`config.mk`:
```
export PLATFORM = sky130hd
export DESIGN_NAME = alu16_vector_driver
export DESIGN_NICKNAME = d
export VERILOG_FILES = /design/src/rtl/alu16_vector_driver.sv
export SDC_FILE = /design/constraint.sdc
export NUM_CORES = 1
export LEC_CHECK = 0
export BUFFER_PORTS_ARGS = -buffer_cell sky130_fd_sc_hd__buf_4
export CAP_MARGIN = 10
export CORE_MARGIN = 2
export CORE_UTILIZATION = 39
export CTS_CLUSTER_SIZE = 24
export DETAILED_ROUTE_END_ITERATION = 8
export PLACE_DENSITY = 0.62
export SLEW_MARGIN = 20
export SYNTH_ARGS = -nofsm -noshare
export SYNTH_HDL_FRONTEND = slang
export SYNTH_SLANG_ARGS = --single-unit
```
`constraint.sdc`:
```
create_clock -name clk -period 4.4 [get_ports clk]
set_clock_uncertainty 0.05 [all_clocks]
set_input_delay 0.88 -clock clk [delete_from_list [all_inputs] [get_ports clk]]
set_output_delay 0.88 -clock clk [all_outputs]
set_load 0.01 [all_outputs]
```
`src/rtl/alu16_vector_driver.sv`:
```
// alu16_vector_driver
//
// Self-checking vector driver for a 16-bit 74181-based ALU. A 32-bit Galois
// LFSR provides operands while the low six bits of the vector index sweep all
// 64 function/mode/carry combinations. Each vector is held for SETTLE_CYCLES
// cycles. The ALU response is then compared against an internal 74181
// reference model on the edge that leaves CHECK.
//
// Parameters:
//   NUM_VECTORS   vectors per run (1..65535)
//   SETTLE_CYCLES cycles a vector is presented before it is checked (1..255)
//   SEED          LFSR seed; zero is replaced by one
//
// Ports:
//   clk, rst         clock (rising edge), asynchronous active-high reset
//   start            single-cycle run request, honoured only in IDLE/DONE
//   alu_a, alu_b     operands driven to the ALU
//   alu_cin          raw 74181 Cn pin (active-low carry)
//   alu_mode         M pin (1 = logic, 0 = arithmetic)
//   alu_sel          S3..S0
//   alu_result       F returned by the ALU
//   alu_cout         raw Cn+4 returned by the ALU (active-low carry)
//   alu_nbo, alu_ngo group propagate/generate, not checked
//   busy             run in progress
//   done             run finished, held until the next accepted start
//   pass             done with no mismatches
//   err_count        saturating mismatch count
//   first_fail_idx   index of the first mismatching vector
//
// Optional feature (macro ALU16_DRV_STOP_ON_ERR_EN): when defined, the first
// mismatch ends the run and the failing vector stays on the ALU pins.

module alu16_vector_driver #(
    parameter int unsigned NUM_VECTORS   = 1024,
    parameter int unsigned SETTLE_CYCLES = 4,
    parameter logic [31:0] SEED          = 32'h0000_0001
) (
    input  logic        clk,
    input  logic        rst,
    input  logic        start,
    output logic [15:0] alu_a,
    output logic [15:0] alu_b,
    output logic        alu_cin,
    output logic        alu_mode,
    output logic [3:0]  alu_sel,
    input  logic [15:0] alu_result,
    input  logic        alu_cout,
    input  logic        alu_nbo,
    input  logic        alu_ngo,
    output logic        busy,
    output logic        done,
    output logic        pass,
    output logic [15:0] err_count,
    output logic [15:0] first_fail_idx
);

    localparam logic [31:0] SEED_EFF    = (SEED == 32'h0) ? 32'h1 : SEED;
    localparam logic [15:0] LAST_IDX    = 16'(NUM_VECTORS - 1);
    localparam logic [7:0]  SETTLE_LOAD = 8'(SETTLE_CYCLES - 1);
    // Right-shifting Galois taps for x^32 + x^22 + x^2 + x + 1.
    localparam logic [31:0] LFSR_TAPS   = 32'h8020_0003;

    typedef enum logic [1:0] {
        IDLE,
        SETTLE,
        CHECK,
        DONE
    } state_t;

    state_t      state;
    logic [31:0] lfsr;
    logic [15:0] idx;
    logic [7:0]  settle_cnt;

    logic [15:0] ref_x;
    logic [15:0] ref_y;
    logic [16:0] ref_sum;
    logic [15:0] ref_f;
    logic        ref_cout;
    logic        mismatch;
    logic        stop_hit;
    logic [15:0] err_next;
    logic [15:0] next_idx;
    logic [31:0] lfsr_step;
    logic        unused_pins;

    // Group carry outputs are intentionally left unchecked.
    assign unused_pins = alu_nbo ^ alu_ngo;

    // 74181 reference for the vector currently on the pins. The carry pins
    // are active-low, so the carry-in is inverted going in and coming out.
    always_comb begin
        ref_x   = alu_a | ({16{alu_sel[0]}} & alu_b) | ({16{alu_sel[1]}} & ~alu_b);
        ref_y   = ({16{alu_sel[3]}} & alu_a & alu_b) | ({16{alu_sel[2]}} & alu_a & ~alu_b);
        ref_sum = {1'b0, ref_x} + {1'b0, ref_y} + {16'b0, ~alu_cin};
        ref_f   = alu_mode ? ~(ref_x ^ ref_y) : ref_sum[15:0];
        ref_cout = ~ref_sum[16];
    end

    // Carry-out only carries meaning in arithmetic mode.
    always_comb begin
        mismatch = (alu_result != ref_f) || (!alu_mode && (alu_cout != ref_cout));
`ifdef ALU16_DRV_STOP_ON_ERR_EN
        stop_hit = mismatch;
`else
        stop_hit = 1'b0;
`endif
    end

    // Next-value helpers: saturating error count, index and LFSR advance.
    always_comb begin
        err_next  = (err_count == 16'hFFFF) ? err_count : err_count + 16'd1;
        next_idx  = idx + 16'd1;
        lfsr_step = {1'b0, lfsr[31:1]} ^ (lfsr[0] ? LFSR_TAPS : 32'h0);
    end

    // Run sequencer. The ALU pins are only written on edges that enter
    // SETTLE, so a vector stays stable through its settle and check window.
    always_ff @(posedge clk or posedge rst) begin
        if (rst) begin
            state          <= IDLE;
            lfsr           <= SEED_EFF;
            idx            <= 16'd0;
            settle_cnt     <= 8'd0;
            alu_a          <= 16'd0;
            alu_b          <= 16'd0;
            alu_cin        <= 1'b0;
            alu_mode       <= 1'b0;
            alu_sel        <= 4'd0;
            busy           <= 1'b0;
            done           <= 1'b0;
            pass           <= 1'b0;
            err_count      <= 16'd0;
            first_fail_idx <= 16'd0;
        end else begin
            case (state)
                IDLE, DONE: begin
                    if (start) begin
                        lfsr           <= SEED_EFF;
                        idx            <= 16'd0;
                        alu_a          <= SEED_EFF[31:16];
                        alu_b          <= SEED_EFF[15:0];
                        alu_cin        <= 1'b0;
                        alu_mode       <= 1'b0;
                        alu_sel        <= 4'd0;
                        settle_cnt     <= SETTLE_LOAD;
                        err_count      <= 16'd0;
                        first_fail_idx <= 16'd0;
                        busy           <= 1'b1;
                        done           <= 1'b0;
                        pass           <= 1'b0;
                        state          <= SETTLE;
                    end
                end
                SETTLE: begin
                    if (settle_cnt == 8'd0) begin
                        state <= CHECK;
                    end else begin
                        settle_cnt <= settle_cnt - 8'd1;
                    end
                end
                CHECK: begin
                    if (mismatch) begin
                        err_count <= err_next;
                        if (err_count == 16'd0) begin
                            first_fail_idx <= idx;
                        end
                    end
                    if (stop_hit || (idx == LAST_IDX)) begin
                        busy  <= 1'b0;
                        done  <= 1'b1;
                        pass  <= !mismatch && (err_count == 16'd0);
                        state <= DONE;
                    end else begin
                        lfsr       <= lfsr_step;
                        idx        <= next_idx;
                        alu_a      <= lfsr_step[31:16];
                        alu_b      <= lfsr_step[15:0];
                        alu_cin    <= next_idx[5];
                        alu_mode   <= next_idx[4];
                        alu_sel    <= next_idx[3:0];
                        settle_cnt <= SETTLE_LOAD;
                        state      <= SETTLE;
                    end
                end
                default: begin
                    state <= IDLE;
                end
            endcase
        end
    end

endmodule

```
; Yosys cells after proc, flatten, opt, wreduce, memory -nomap -nowiden
; Index checks and enable logic that the tools add are counted.
[op_classes]
addsub = 5
mul = 0
n_div = 0
magnitude_cmp = 0
eq_ne = 15
shifts = 0
muxes = 42
n_bitwise = 15
n_reduce_logical = 16
[op_table]
columns = op, count
row1 = $mux 16, 10
row2 = $pmux 16 s2, 5
row3 = $and 16x16->16, 6
row4 = $mux 32, 3
row5 = $pmux 32 s2, 1
row6 = $or 16x16->16, 3
row7 = $add 16x1->16 const B, 2
row8 = $not 16->16, 2
row9 = $xor 31x32->32, 1
row10 = $mux 8, 3
row11 = $pmux 8 s3, 1
row12 = $add 16x16->17, 1
row13 = $add 17x1->17, 1
row14 = $eq 16x10->1 const B, 1
row15 = $eq 16x16->1 const B, 1
row16 = $logic_not 16->1, 1
row17 = $ne 16x16->1, 1
row18 = $ne 2x2->1 const B, 8
row19 = $xor 16x16->16, 1
row20 = $pmux 1 s2, 5
row21 = $reduce_and 3->1, 3
row22 = $logic_not 8->1, 1
row23 = $mux 4, 2
row24 = $pmux 4 s2, 1
row25 = 16 further kinds, 29
[totals]
reg_bits = 131
latchBits = 0
mem_bits_rw = 0
rom_bits = 0
word_cells = 107
mem_count = 0

; Longest topological paths before layout
[depth]
depth_word = 13
mapped_depth = 17
depth_no_buf = 12

; Least setup slack after synthesis
; No wires, ideal clock.
[synth_timing]
path_kind = reg-to-reg
start = register alu_sel[0]
end = register err_count[8]
t_arrival_ps = 4068
t_required_ps = 4276
setup_slack_ps = 208
stages_incl_launch_ff = 15
period_less_slack_ps = 4192
path_cell_list = dfrtp_1 -> clkbuf_1 -> clkbuf_1 -> a211o_1 -> fa_1 -> fa_1 -> a211oi_2 -> o21ai_2 -> a21oi_1 -> mux2_1 -> a211oi_2 -> nor4b_2 -> buf_4 -> or4_1 -> o21ai_2
[synth_via]
elab_chain_len = 11
elab_cells_between_ends = 15
[synth_rtl]
columns = item, line
row1 = "start, declared", 45  ; output logic [3:0] alu_sel,
row2 = "start signal, assigned", 181  ; alu_sel <= next_idx[3:0];
row3 = $and 16x16->16 *, 93  ; ref_x = alu_a | ({16{alu_sel[0]}} & alu_b) | ({16{alu_sel[1]}} & ~alu_b);
row4 = $or 16x16->16 * (2 in series), 93
row5 = branches (longest 5 deep; another with $add 16x16->17), n/a
row6 = $logic_or 1x1->1 *, 102  ; mismatch = (alu_result != ref_f) || (!alu_mode && (alu_cout != ref_cout));
row7 = $ne 2x2->1 (no line) *, n/a
row8 = $reduce_and 4->1 (no line) *, n/a
row9 = "end signal, assigned", 164  ; err_count <= err_next;
row10 = "end, declared", 53  ; output logic [15:0] err_count,
; Mark *: on every way between the ends.
; A chain may end at the register's enable or synchronous reset.

; Worst setup path after layout
[layout_timing]
start = register alu_b[0]
end = register err_count[8]
[layout_via]
elab_chain_len = 11
elab_cells_between_ends = 20
[layout_rtl]
columns = item, line
row1 = "start, declared", 42  ; output logic [15:0] alu_b,
row2 = "start signal, assigned", 142  ; alu_b <= SEED_EFF[15:0];
row3 = "start signal, assigned", 178  ; alu_b <= lfsr_step[15:0];
row4 = branches (longest 8 deep; another with $add 16x16->17), n/a
row5 = $logic_or 1x1->1 *, 102
row6 = $ne 2x2->1 (no line) *, n/a
row7 = $reduce_and 4->1 (no line) *, n/a
; Marks and branches as above.

==> metrics.yaml <==
yosys:
  synth_area_um2: 6950
  synth-edff-count: 0
  yosysSeqAreaShare: 0.338
  ys_async_sr_fraction: 1.00
  syn_nets: 824
  yosys.area.top_type: "dfrtp_1"
  synth_ff_type: "dfrtp_1"
  synth_area_leaders: "dfrtp_1 (33%), mux2i_1 (5.8%), nand2_1 (4.5%), buf_4 (4.3%), ha_1 (4.3%)"
  yosys_warnings: 0
  synth_seq_cells: 94
  syn_area_per_cell_um2: 8.96
  yosys.area.top_type_share: 0.335
  synth.distinct_cells: 70
  postSynthCellCount: 776
placement:
  dpl.hpwl_um: 13000
  placed_area_um2: 7580
  gp_congestion: 0.905
  port_buffers: 92
timing:
  period_share: 0.960
  fin_setup_tns_ps: 0
  tightestPinTransition_ps: 910
  maxSlewHeadroom: 0.394
  rsz0062_at_grt: "no"
  setup_viol: 0
  finalHoldViolations: 0
  slew_violations: 0
  finalCriticalPeriod_ps: 4220
  fmax_ghz: 0.237
cells_and_area:
  final_core_util: 0.455
  fin_area_um2: 7890
  nets: 863
  layout_commonest_cell: "buf_4"
  multi_input_area_um2: 3990
  drive_gt1_frac: 0.205
  n_fill_cell: 1711
  antenna_cells: 0
  seqCellArea_um2: 2350
  layout_common_cells: "buf_4 (109), dfrtp_1 (93), nand2_1 (84), nor2_1 (43), mux2i_1 (39)"
  synthToLayoutAreaGrowth_pct: 13.5
power:
  leakagePower_nw: 3.58
  power_density_nw_per_um2: 214
  vdd_drop_max_v: 0.000205
clock_network:
  numCtsBuffers: 9
  cts.sinks: 94
  htree_levels: 3
  clock_latency_ps: 350
  clkTransAtPathRegs_ps: 70
  clk_path_buf_depth: 2
  post_cts_buffers: 0
  cts_tree: "built"
  cts-root-buf: "clkbuf_16"
min_path:
  min-delay-path-class: "register to register"
  min-delay-start: "busy"
setup_path:
  r2r_start: "alu_b[0]"
  critical_path.max_fanout: 28
  cp-end-kind: "register"
  cp-startpoint: "alu_b[0]"
  cp_cell_sequence: "a211o_1 > fa_1 > fa_2 > a211oi_4 > o21ai_2 > a21oi_1 > mux2_1 > a211oi_2 > nor4b_4 > buf_12 > or4_1 > o21ai_2"
  start_kind: "register"
  cp_slowest_stage_delay_ps: 530
  critPathRequiredTime_ps: 4640
  rrSetupSlack_ps: 180
  crit_type: "register to register"
  cp.arrival_ps: 4460
  worst_path_most_repeated_cell: "o21ai_2"
  cp_slowest_cell: "or4_1"
run:
  maxCapViolCount: 0
run_status:
  outcome: "finished clean"
drt:
  viasPerCell: 5.58
  drc: 0
  wl_um: 18100
  num_vias: 5828
  wl_per_cell_um: 17.4
  first_iter_violations: 436
  first_pass_iters: 4
  drtAntennaViolNets: 0
floorplan:
  placementRows: 48
  core_um2: 17400
  die_h_um: 138
  start_util: 0.401
  die_w_um: 138
  dieArea_um2: 18900
  num_io_pins: 95
global_routing:
  first_global_vias: 5390
  antenna_found_initial: 0
  track_usage: 0.196
  grt_pass1_wl_um: 28900
  grt_max_degree: 73
  overflow: 0
area by class of cell:
cell class                      instances  area share
Tap cell                              225      0.0357
Inverter                               33      0.0160
Multi-Input combinational cell        566       0.506
Timing Repair Buffer                  111       0.108
Sequential cell                        94       0.298
Clock inverter                          7     0.00824
Clock buffer                            9      0.0285
state kept, by name, summed over array words and instances (netlist names):
signal          flops
alu_a              16
err_count          16
first_fail_idx     16
alu_b              15
idx                11
settle_cnt          8
alu_sel             3
lfsr                2
state               2
alu_cin             1
alu_mode            1
busy                1
done                1
pass                1
Yosys cell counts, types with 3 or more instances:
master and instances:
nor4_1 10, o32a_1 3, nor3_1 12, nand4_1 9, a22o_1 30, and4_1 3
mux2i_1 40, nor2_1 44, clkbuf_1 31, o21ai_0 16, a211o_1 20, a211oi_2 4
a21oi_1 25, o21a_1 7, and3_1 15, buf_2 6, or3_1 7, buf_4 40
dfrtp_1 93, a31oi_1 3, o211ai_1 11, nand2b_1 15, nor2b_1 33, inv_1 33
o21ai_2 10, ha_1 24, a21oi_2 7, nand3_1 27, o2111ai_1 3, nor4b_1 5
xor2_1 27, nand2_1 84, o22ai_1 4, xnor2_1 16, or4_1 9, a211oi_1 4
a21o_1 4
per-layer routing:
metal | GRT usage | vias to the layer above | routed length, um
li1 | - | 2823 | -
met1 | 0.288 | 2829 | 8890
met2 | 0.297 | 160 | 7960
met3 | 0.0442 | 16 | 1090
met4 | 0.0378 | 0 | 182
met5 | 0 | - | 0
power breakdown:
group | total, mW | switching [mW] | internal (mW) | leakage, nW
registers | 0.864 | 0.000191 | 0.864 | 1.16
clock network | 0.766 | 0.369 | 0.397 | 0.140
logic | 0.0570 | 0.0345 | 0.0225 | 2.27
critical path: cells and delay by family, from the launching register on:
family / cells / cell delay (ps)
muxes: 1 / 370
and+or+nand+nor: 2 / 650
AOI/OAI and AO/OA: 6 / 1510
buffers and inverters: 1 / 190
adders and majority gates: 2 / 930
DFF: 1 / 440
metrics by stage:
| step | setup slack [ps] | hold WS (ps) | total power, mW | std cells |
|---|---|---|---|---|
| after floorplan | 208 | 425 | 0.911 | 776 |
| after detailed placement | 72.7 | 427 | 0.938 | 1029 |
| after global routing | 7.21 | 460 | 1.75 | 1045 |
| final | 176 | 438 | 1.69 | 1045 |
| after global placement | 113 | 419 | 0.938 | 1029 |
| after CTS | 29.9 | 443 | 1.71 | 1045 |
final timing paths:
check	end	cells after the start
min	busy	1
max reg2reg	err_count[8]	12
max	err_count[8]	12
min reg2reg	busy	1
max in group asynchronous	first_fail_idx[0]	3
min in group asynchronous	first_fail_idx[14]	2
cells by family after synthesis:
family	after synthesis	share of synthesized area
AO/OA/AOI/OAI	170	0.190
XOR/XNOR	43	0.0542
adder cells (fa/ha/maj)	26	0.0489
buffers and inverters	116	0.0928
flip-flops	94	0.338
multiplexers	43	0.0624
AND/OR/NAND/NOR	284	0.214
timing repair:
action	4_1_cts	5_1_grt
setup endpoints to repair	0	26
endpoints found under the hold margin	0	0
resized for setup	0	4
hold buffers	0	0
Power figures use the tool's default switching activity.
